<file path="config.mk">
export PLATFORM = sky130hd
export DESIGN_NAME = fix_ari_mac_flat
export DESIGN_NICKNAME = d
export VERILOG_FILES = /design/src/rtl/fix_ari_pkg.sv /design/src/rtl/fix_ari_mac_if.sv /design/src/rtl/fix_ari_mul_core.sv /design/src/rtl/fix_ari_mac.sv /design/src/flat_wrapper.sv
export SDC_FILE = /design/constraint.sdc
export NUM_CORES = 1
export LEC_CHECK = 0
export CAP_MARGIN = 0
export CORE_UTILIZATION = 41
export CTS_CLUSTER_SIZE = 28
export DETAILED_ROUTE_END_ITERATION = 8
export GPL_TIMING_DRIVEN = 0
export PLACE_DENSITY = 0.56
export SETUP_SLACK_MARGIN = 0.1
export SLEW_MARGIN = 5
export SYNTH_ARGS = -nofsm -noshare
export SYNTH_HDL_FRONTEND = slang
export SYNTH_SLANG_ARGS = --single-unit
</file>
<file path="constraint.sdc">
create_clock -name clk -period 7.2 [get_ports clk]
set_clock_uncertainty 0.1 [all_clocks]
set_input_delay 1.08 -clock clk [delete_from_list [all_inputs] [get_ports clk]]
set_output_delay 1.08 -clock clk [all_outputs]
set_load 0.1 [all_outputs]
</file>
<file path="src/rtl/fix_ari_pkg.sv">
// Shared widths, types and sign-magnitude helpers
// for the fixed-point MAC datapath.
package fix_ari_pkg;

  localparam int DATA      = 16;
  localparam int INTE      = 7;
  localparam int POIN      = 8;
  localparam int ACC_GUARD = 8;

  localparam int MW = DATA - 1;
  localparam int PW = 2 * MW;
  localparam int TW = PW + 1;
  localparam int AW = TW + ACC_GUARD;

  typedef logic [DATA-1:0]      word_t;
  typedef logic [MW-1:0]        mag_t;
  typedef logic [PW-1:0]        prod_t;
  typedef logic signed [TW-1:0] tc_t;
  typedef logic signed [AW-1:0] acc_t;

  typedef struct packed {
    logic  ovf;
    word_t data;
  } res_t;

  localparam logic signed [AW:0] SMAX =
    (AW+1)'((1 << MW) - 1);
  localparam logic signed [AW:0] RND =
    (AW+1)'(1 << (POIN - 1));

  function automatic tc_t sm2tc(
    input logic  sgn,
    input prod_t mag
  );
    tc_t m;
    m = tc_t'({1'b0, mag});
    return sgn ? -m : m;
  endfunction

  // One extra bit keeps the rounding add from wrapping.
  function automatic res_t tc2sm_sat(
    input acc_t v
  );
    logic signed [AW:0] r;
    logic signed [AW:0] s;
    logic signed [AW:0] m;
    res_t o;
    r = {v[AW-1], v} + RND;
    s = r >>> POIN;
    m = -s;
    o.ovf = 1'b0;
    if (s > SMAX) begin
      o.data = {1'b0, {MW{1'b1}}};
      o.ovf  = 1'b1;
    end else if (s < -SMAX) begin
      o.data = {1'b1, {MW{1'b1}}};
      o.ovf  = 1'b1;
    end else if (s < 0) begin
      o.data = {1'b1, m[MW-1:0]};
    end else begin
      o.data = {1'b0, s[MW-1:0]};
    end
    return o;
  endfunction

endpackage

</file>
<file path="src/rtl/fix_ari_mac_if.sv">
// Operand/result handshake bundle
// for the fixed-point MAC.
interface fix_ari_mac_if;

  logic                in_valid;
  logic                in_ready;
  fix_ari_pkg::word_t  data_in1;
  fix_ari_pkg::word_t  data_in2;
  logic                acc_en;
  logic                acc_last;
  logic                out_valid;
  logic                out_ready;
  fix_ari_pkg::word_t  data_out;
  logic                ovf;

  modport master (
    output in_valid, data_in1, data_in2,
    output acc_en, acc_last, out_ready,
    input  in_ready, out_valid, data_out, ovf
  );

  modport slave (
    input  in_valid, data_in1, data_in2,
    input  acc_en, acc_last, out_ready,
    output in_ready, out_valid, data_out, ovf
  );

endinterface

</file>
<file path="src/rtl/fix_ari_mul_core.sv">
// Two-stage magnitude multiplier: register
// operands and sign, then register the product.
module fix_ari_mul_core
  import fix_ari_pkg::*;
(
  input  logic       clk,
  input  logic       rst_n,
  input  logic       adv_i,
  input  logic       vld_i,
  input  word_t      a_i,
  input  word_t      b_i,
  input  logic [1:0] ctl_i,
  output logic       vld_o,
  output logic       sgn_o,
  output logic [1:0] ctl_o,
  output prod_t      pm_o
);

  logic       s1_vld_q;
  logic       s1_sgn_q;
  logic [1:0] s1_ctl_q;
  mag_t       ma_q;
  mag_t       mb_q;
  logic       s1_sgn_d;

  logic       s2_vld_q;
  logic       s2_sgn_q;
  logic [1:0] s2_ctl_q;
  prod_t      pm_q;

  // A zero magnitude on either side forces a positive product.
  always_comb begin
    s1_sgn_d = (a_i[DATA-1] ^ b_i[DATA-1])
             & (|a_i[MW-1:0]) & (|b_i[MW-1:0]);
  end

  // S1: capture magnitudes, sign and beat control.
  always_ff @(posedge clk or negedge rst_n) begin
    if (!rst_n) begin
      s1_vld_q <= 1'b0;
      s1_sgn_q <= 1'b0;
      s1_ctl_q <= '0;
      ma_q     <= '0;
      mb_q     <= '0;
    end else if (adv_i) begin
      s1_vld_q <= vld_i;
      s1_sgn_q <= s1_sgn_d;
      s1_ctl_q <= ctl_i;
      ma_q     <= a_i[MW-1:0];
      mb_q     <= b_i[MW-1:0];
    end
  end

  // S2: full-width unsigned magnitude product.
  always_ff @(posedge clk or negedge rst_n) begin
    if (!rst_n) begin
      s2_vld_q <= 1'b0;
      s2_sgn_q <= 1'b0;
      s2_ctl_q <= '0;
      pm_q     <= '0;
    end else if (adv_i) begin
      s2_vld_q <= s1_vld_q;
      s2_sgn_q <= s1_sgn_q;
      s2_ctl_q <= s1_ctl_q;
      pm_q     <= PW'(ma_q) * PW'(mb_q);
    end
  end

  assign vld_o = s2_vld_q;
  assign sgn_o = s2_sgn_q;
  assign ctl_o = s2_ctl_q;
  assign pm_o  = pm_q;

endmodule

</file>
<file path="src/rtl/fix_ari_mac.sv">
// Pipelined sign-magnitude multiply /
// multiply-accumulate with round and saturate.
module fix_ari_mac
  import fix_ari_pkg::*;
(
  input logic          clk,
  input logic          rst_n,
  fix_ari_mac_if.slave bus
);

  logic       adv;
  logic       c_vld;
  logic       c_sgn;
  logic [1:0] c_ctl;
  prod_t      c_pm;

  logic       pv_q;
  logic [1:0] pctl_q;
  tc_t        p_q;

  acc_t       acc_q, acc_d;
  logic       act_q, act_d;
  logic       ov_q, ov_d;
  word_t      dat_q, dat_d;
  logic       ovf_q, ovf_d;

  acc_t       p_ext;
  acc_t       sum;
  res_t       res;

  assign adv          = !ov_q | bus.out_ready;
  assign bus.in_ready = adv;

  fix_ari_mul_core u_core (
    .clk   (clk),
    .rst_n (rst_n),
    .adv_i (adv),
    .vld_i (bus.in_valid),
    .a_i   (bus.data_in1),
    .b_i   (bus.data_in2),
    .ctl_i ({bus.acc_en, bus.acc_en & bus.acc_last}),
    .vld_o (c_vld),
    .sgn_o (c_sgn),
    .ctl_o (c_ctl),
    .pm_o  (c_pm)
  );

  // Signed product stage ahead of the accumulator.
  always_ff @(posedge clk or negedge rst_n) begin
    if (!rst_n) begin
      pv_q   <= 1'b0;
      pctl_q <= '0;
      p_q    <= '0;
    end else if (adv) begin
      pv_q   <= c_vld;
      pctl_q <= c_ctl;
      p_q    <= sm2tc(c_sgn, c_pm);
    end
  end

  // Accumulate or pass through, then round/saturate the result.
  always_comb begin
    acc_d = acc_q;
    act_d = act_q;
    ov_d  = ov_q;
    dat_d = dat_q;
    ovf_d = ovf_q;
    p_ext = acc_t'(p_q);
    sum   = act_q ? acc_q + p_ext : p_ext;
    res   = tc2sm_sat(pctl_q[1] ? sum : p_ext);
    if (adv) begin
      ov_d = 1'b0;
      if (pv_q) begin
        if (pctl_q[1]) begin
          acc_d = sum;
          act_d = !pctl_q[0];
        end
        if (!pctl_q[1] || pctl_q[0]) begin
          ov_d  = 1'b1;
          dat_d = res.data;
          ovf_d = res.ovf;
        end
      end
    end
  end

  // Accumulator and output register state.
  always_ff @(posedge clk or negedge rst_n) begin
    if (!rst_n) begin
      acc_q <= '0;
      act_q <= 1'b0;
      ov_q  <= 1'b0;
      dat_q <= '0;
      ovf_q <= 1'b0;
    end else begin
      acc_q <= acc_d;
      act_q <= act_d;
      ov_q  <= ov_d;
      dat_q <= dat_d;
      ovf_q <= ovf_d;
    end
  end

  assign bus.out_valid = ov_q;
  assign bus.data_out  = dat_q;
  assign bus.ovf       = ovf_q;

endmodule

</file>
<file path="src/flat_wrapper.sv">
// flat-port wrapper written by rule: the top's interface ports become plain ports
module fix_ari_mac_flat import fix_ari_pkg::*;
  (clk, rst_n, bus_in_valid, bus_data_in1, bus_data_in2, bus_acc_en, bus_acc_last, bus_out_ready, bus_in_ready, bus_out_valid, bus_data_out, bus_ovf);
  fix_ari_mac_if bus_i ();
  input logic clk;
  input logic rst_n;
  input wire logic [$bits(bus_i.in_valid)-1:0] bus_in_valid;
  input wire logic [$bits(bus_i.data_in1)-1:0] bus_data_in1;
  input wire logic [$bits(bus_i.data_in2)-1:0] bus_data_in2;
  input wire logic [$bits(bus_i.acc_en)-1:0] bus_acc_en;
  input wire logic [$bits(bus_i.acc_last)-1:0] bus_acc_last;
  input wire logic [$bits(bus_i.out_ready)-1:0] bus_out_ready;
  output wire logic [$bits(bus_i.in_ready)-1:0] bus_in_ready;
  output wire logic [$bits(bus_i.out_valid)-1:0] bus_out_valid;
  output wire logic [$bits(bus_i.data_out)-1:0] bus_data_out;
  output wire logic [$bits(bus_i.ovf)-1:0] bus_ovf;
  assign bus_i.in_valid = bus_in_valid;
  assign bus_i.data_in1 = bus_data_in1;
  assign bus_i.data_in2 = bus_data_in2;
  assign bus_i.acc_en = bus_acc_en;
  assign bus_i.acc_last = bus_acc_last;
  assign bus_i.out_ready = bus_out_ready;
  assign bus_in_ready = bus_i.in_ready;
  assign bus_out_valid = bus_i.out_valid;
  assign bus_data_out = bus_i.data_out;
  assign bus_ovf = bus_i.ovf;
  fix_ari_mac u_core (.clk(clk), .rst_n(rst_n), .bus(bus_i));
endmodule
</file>
==> reports/results.tsv <==
stage	metric	value	unit
sta	Final Max Tran Viols	0	
layout	Finished Layout Cells	2821	
critical_path	critical path class	reg -> reg	
clock_tree	number of clock sinks	160	
global_route	largest net degree at the start of global routing	100	
placed_design	routability congestion estimate	0.9251	
drt	remaining antenna violation count	0	
critical_path	cells on worst reg2reg path	23	
synthesis	largest area contributor in the netlist	dfrtp_1	
global_route	GRT Resource Usage Total	0.2470	
sta	worst rel slew slack	0.3516	
critical_path	Largest stage delay, worst path	0.54	ns
synthesis	number of register bits inferred by synthesis	160	
critical_path	critical path's top delay family	adder cells	
sta	fin crit period	6.780	ns
clock_tree	total clock buffers created by CTS	17	
critical_path	maximum fanout along the worst path	10	
floorplan	total core area	0.04346	sq mm
sta	crit share post-route	0.9416	
critical_path	slowest stage cell, crit path	fa_1	
synthesis	cell types with the largest area share after synthesis	dfrtp_1 (22%), fa_1 (18%), ha_1 (9.4%), nand2_1 (8.3%), inv_1 (4.3%)	
synthesis	number of enable flip-flop cells after synthesis	0	
floorplan	DIE WIDTH	212.9	um
synthesis	post-synth top area share	0.2196	
floorplan	total I/O pin count	57	
clock_tree	insertion delay of the later-clocked pin in the worst-skew pair	0.49	ns
sta	Setup TNS Final	0	ns
outcome	outcome	finished clean	
floorplan	DIE HEIGHT	212.9	um
sta	worst hold slack	0.3702	ns
critical_path	slack of the worst reg-to-reg path	0.42	ns
placed_design	cell total after placement	2783	
synthesis	number of standard cells after synthesis	2141	
clock_tree	clock-pin slew reported for the worst setup and hold paths after clock tree synthesis	0.07	ns
floorplan	total die area	0.04532	sq mm
critical_path	reg-to-reg critical path endpoint	u_core.u_core.pm_o[29]	
hold_path	hold path endpoint	u_core.u_core.s1_ctl_q[1]	
synthesis	post-synthesis sequential area ratio	0.2196	
hold_path	type of the most critical hold path	reg -> reg	
synthesis	Mapped Nets	2484	
synthesis	Synth warnings	0	
critical_path	startpoint of the lowest-slack register-to-register path	u_core.u_core.ma_q[9]	
global_route	antenna violations before repair	0	
sta	highest achievable clock rate	147.5	MHz
drt	1st-iter DRT viols	1009	
critical_path	Crit. End Element	flop	
drt	vias per inst	5.389	
critical_path	critical path startpoint category	flop	
drt	via count	15200	
global_route	total overflow reported by the global router	0	
sta	number of hold violations in the final report	0	
placed_design	number of buffers added on ports	56	
run	max capacitance violation total	0	
synthesis	fraction of registers with async set or reset after synthesis	1.000	
floorplan	# rows	76	
drt	total wirelength of the detailed-routed design	52970	um
layout	relative area change from synthesis to final layout	11.70	%
hold_path	Min-Delay Startpoint	u_core.u_core.s1_ctl_q[1]	
sta	transition at the pin with the smallest max-transition slack	0.9696	ns
layout	proportion of layout cells with a drive suffix above 1	0.06440	
global_route	first-pass GRT wire length	84970	um
synthesis	number of distinct library cells after synthesis	89	
placed_design	final HPWL from detailed placement	43070	um
drt	number of remaining DRC errors	0	
drt	routed length per placed instance	18.78	um
critical_path	Worst path most repeated cell	fa_1	
drt	first-pass detailed-route iteration total	7	
critical_path	CP arrival	7.01	ns
critical_path	total buffers and inverters traversed by the critical path	5	
clock_tree	cts hold-fix bufs	0	
clock_tree	cell at the root of the clock tree	clkbuf_16	
clock_tree	Bufs on Longest Clock Path	2	
layout	Ant. Diodes	0	
hold_path	cell count of the worst hold path	2	
synthesis	synthesized area per cell	8.516	sq um
critical_path	critical-path cell list	clkbuf_4 -> and2_1 -> fa_1 -> inv_1 -> fa_1 -> inv_1 -> fa_1 -> fa_1 -> inv_1 -> fa_1 -> fa_1 -> inv_1 -> ha_1 -> and2_1 -> a22o_1 -> o41a_1 -> a41oi_2 -> a21oi_1 -> a41oi_2 -> a21oi_1 -> a21oi_1 -> xnor2_1 -> a21oi_1	
sta	final number of setup-violating endpoints	0	
synthesis	mapped cell area	0.01823	sq mm
critical_path	Crit path required time	7.43	ns
floorplan	Initial Util	0.4196	
global_route	number of global-route vias before repair	15530	
sta	setup repair after global routing missed its margin	no	
synthesis	ys flop type	dfrtp_1	
clock_tree	TritonCTS clock tree	done	
layout	total number of nets in the final design	2566	
clock_tree	number of H-tree branching levels	4	
## metrics by stage
stage / cell area [sq um] / util / setup slack (ns)
2_1_floorplan: 18230 / - / 0.8473
6_report: 20370 / 0.4686 / 0.4202
4_1_cts: 20230 / 0.4655 / 0.1776
5_1_grt: 20370 / 0.4686 / 0.07132
3_3_place_gp: 19530 / 0.4493 / -2.131
3_5_place_dp: 19560 / 0.4500 / -0.4904
## routing by layer
layer	routed length [um]	global-route usage	vias to the layer above	part of all wire
met5	0	0	-	0
met4	1473	0.08559	0	0.028
met3	1976	0.03971	71	0.037
li1	-	-	7386	-
met2	26280	0.4292	334	0.50
met1	23240	0.3091	7412	0.44
## cell usage after synthesis, types with 16 or more instances
master    count
nand4_1      22
nand2_1     403
nor3_1       34
a21oi_1      97
a21o_1       37
o31ai_1      18
nor2_1       85
xnor2_1      65
inv_1       208
fa_1        168
xor2_1       53
dfrtp_1     160
clkbuf_1     89
and2_1      115
a211oi_1     16
o21ai_0     111
ha_1        137
a31oi_1      20
nand3_1      34
mux2i_1      38
## sequential cells by signal, summed over array words and instances, names as in the netlist, 2 cells and up
register / flops
u_core.u_core.mb_q: 15
u_core.u_core.ma_q: 15
u_core.u_core.ctl_o: 2
u_core.bus.data_out: 16
u_core.acc_q: 39
u_core.u_core.s1_ctl_q: 2
u_core.u_core.pm_o: 30
u_core.p_q: 31
u_core.pctl_q: 2
## timing repair
item	4_1_cts	5_1_grt
pin swaps	0	2
setup buffers	0	6
endpoints found under the setup margin	17	18
gates cloned	0	0
gates resized for setup	45	48
## layout make-up
class / count / area, sq um
fillers: 4319 / 23090
repair buffers: 63 / 638.1
inverters: 209 / 784.5
multi-input cells: 1666 / 13100
clock inverters: 15 / 168.9
plain buffers: 106 / 496.7
clock buffers: 17 / 425.4
flip-flops and latches: 160 / 4023
well taps: 585 / 732.0
## placed cells by master, fill, tap and decap left out, types with 6 or more instances in the layout
cell type	n
a211oi_1	16
a21o_1	37
a21oi_1	96
a31oi_1	19
and2_1	115
and3_1	15
buf_2	10
buf_4	13
clkbuf_1	57
clkbuf_16	17
clkbuf_2	18
clkbuf_4	8
clkdlybuf4s50_1	55
dfrtp_1	145
dfrtp_2	15
fa_1	168
ha_1	137
inv_1	208
mux2i_1	38
nand2_1	403
nand2b_1	7
nand3_1	34
nand4_1	22
nor2_1	84
nor2b_1	6
nor3_1	34
nor4_1	11
o21ai_0	111
o21bai_1	12
o31a_1	7
o31ai_1	17
o32a_1	14
o41ai_1	8
or2_2	8
or3_1	11
or4_1	10
xnor2_1	65
xor2_1	53
## how the worst max path moves through the flow
stage               depth (start not counted)                   from                 endpoint  slack [ns]
CTS                                        26  u_core.u_core.mb_q[5]   u_core.u_core.pm_o[29]        0.18
detailed placement                         22           u_core.act_q  u_core.bus.data_out[12]       -0.49
floorplan                                  26  u_core.u_core.mb_q[5]   u_core.u_core.pm_o[29]        0.85
finish                                     23  u_core.u_core.ma_q[9]   u_core.u_core.pm_o[29]        0.42
global placement                            1                  rst_n    u_core.u_core.mb_q[0]       -2.13
global route                               21          u_core.p_q[6]  u_core.bus.data_out[11]        0.07
## worst min-delay path, cell delays in order (launching register included)
cell and delay, ns:
dfrtp_1 0.35, nand2_1 0.05, nand2_1 0.05
## kinds of logic (layout without fill, tap and decap cells)
group                    after synthesis  in the layout  share of synthesized area
AND/OR/NAND/NOR                      789            789                     0.2045
AO/OA/AOI/OAI                        412            412                     0.1508
buffers and inverters                315            410                    0.06609
adder cells (fa/ha/maj)              305            305                     0.2785
flip-flops                           160            160                     0.2196
XOR/XNOR                             120            120                    0.05847
multiplexers                          40             40                    0.02210
Power is left out: the tool's default activity adds up to more than one toggle a clock period on the data nets, which glitch-free logic cannot reach.
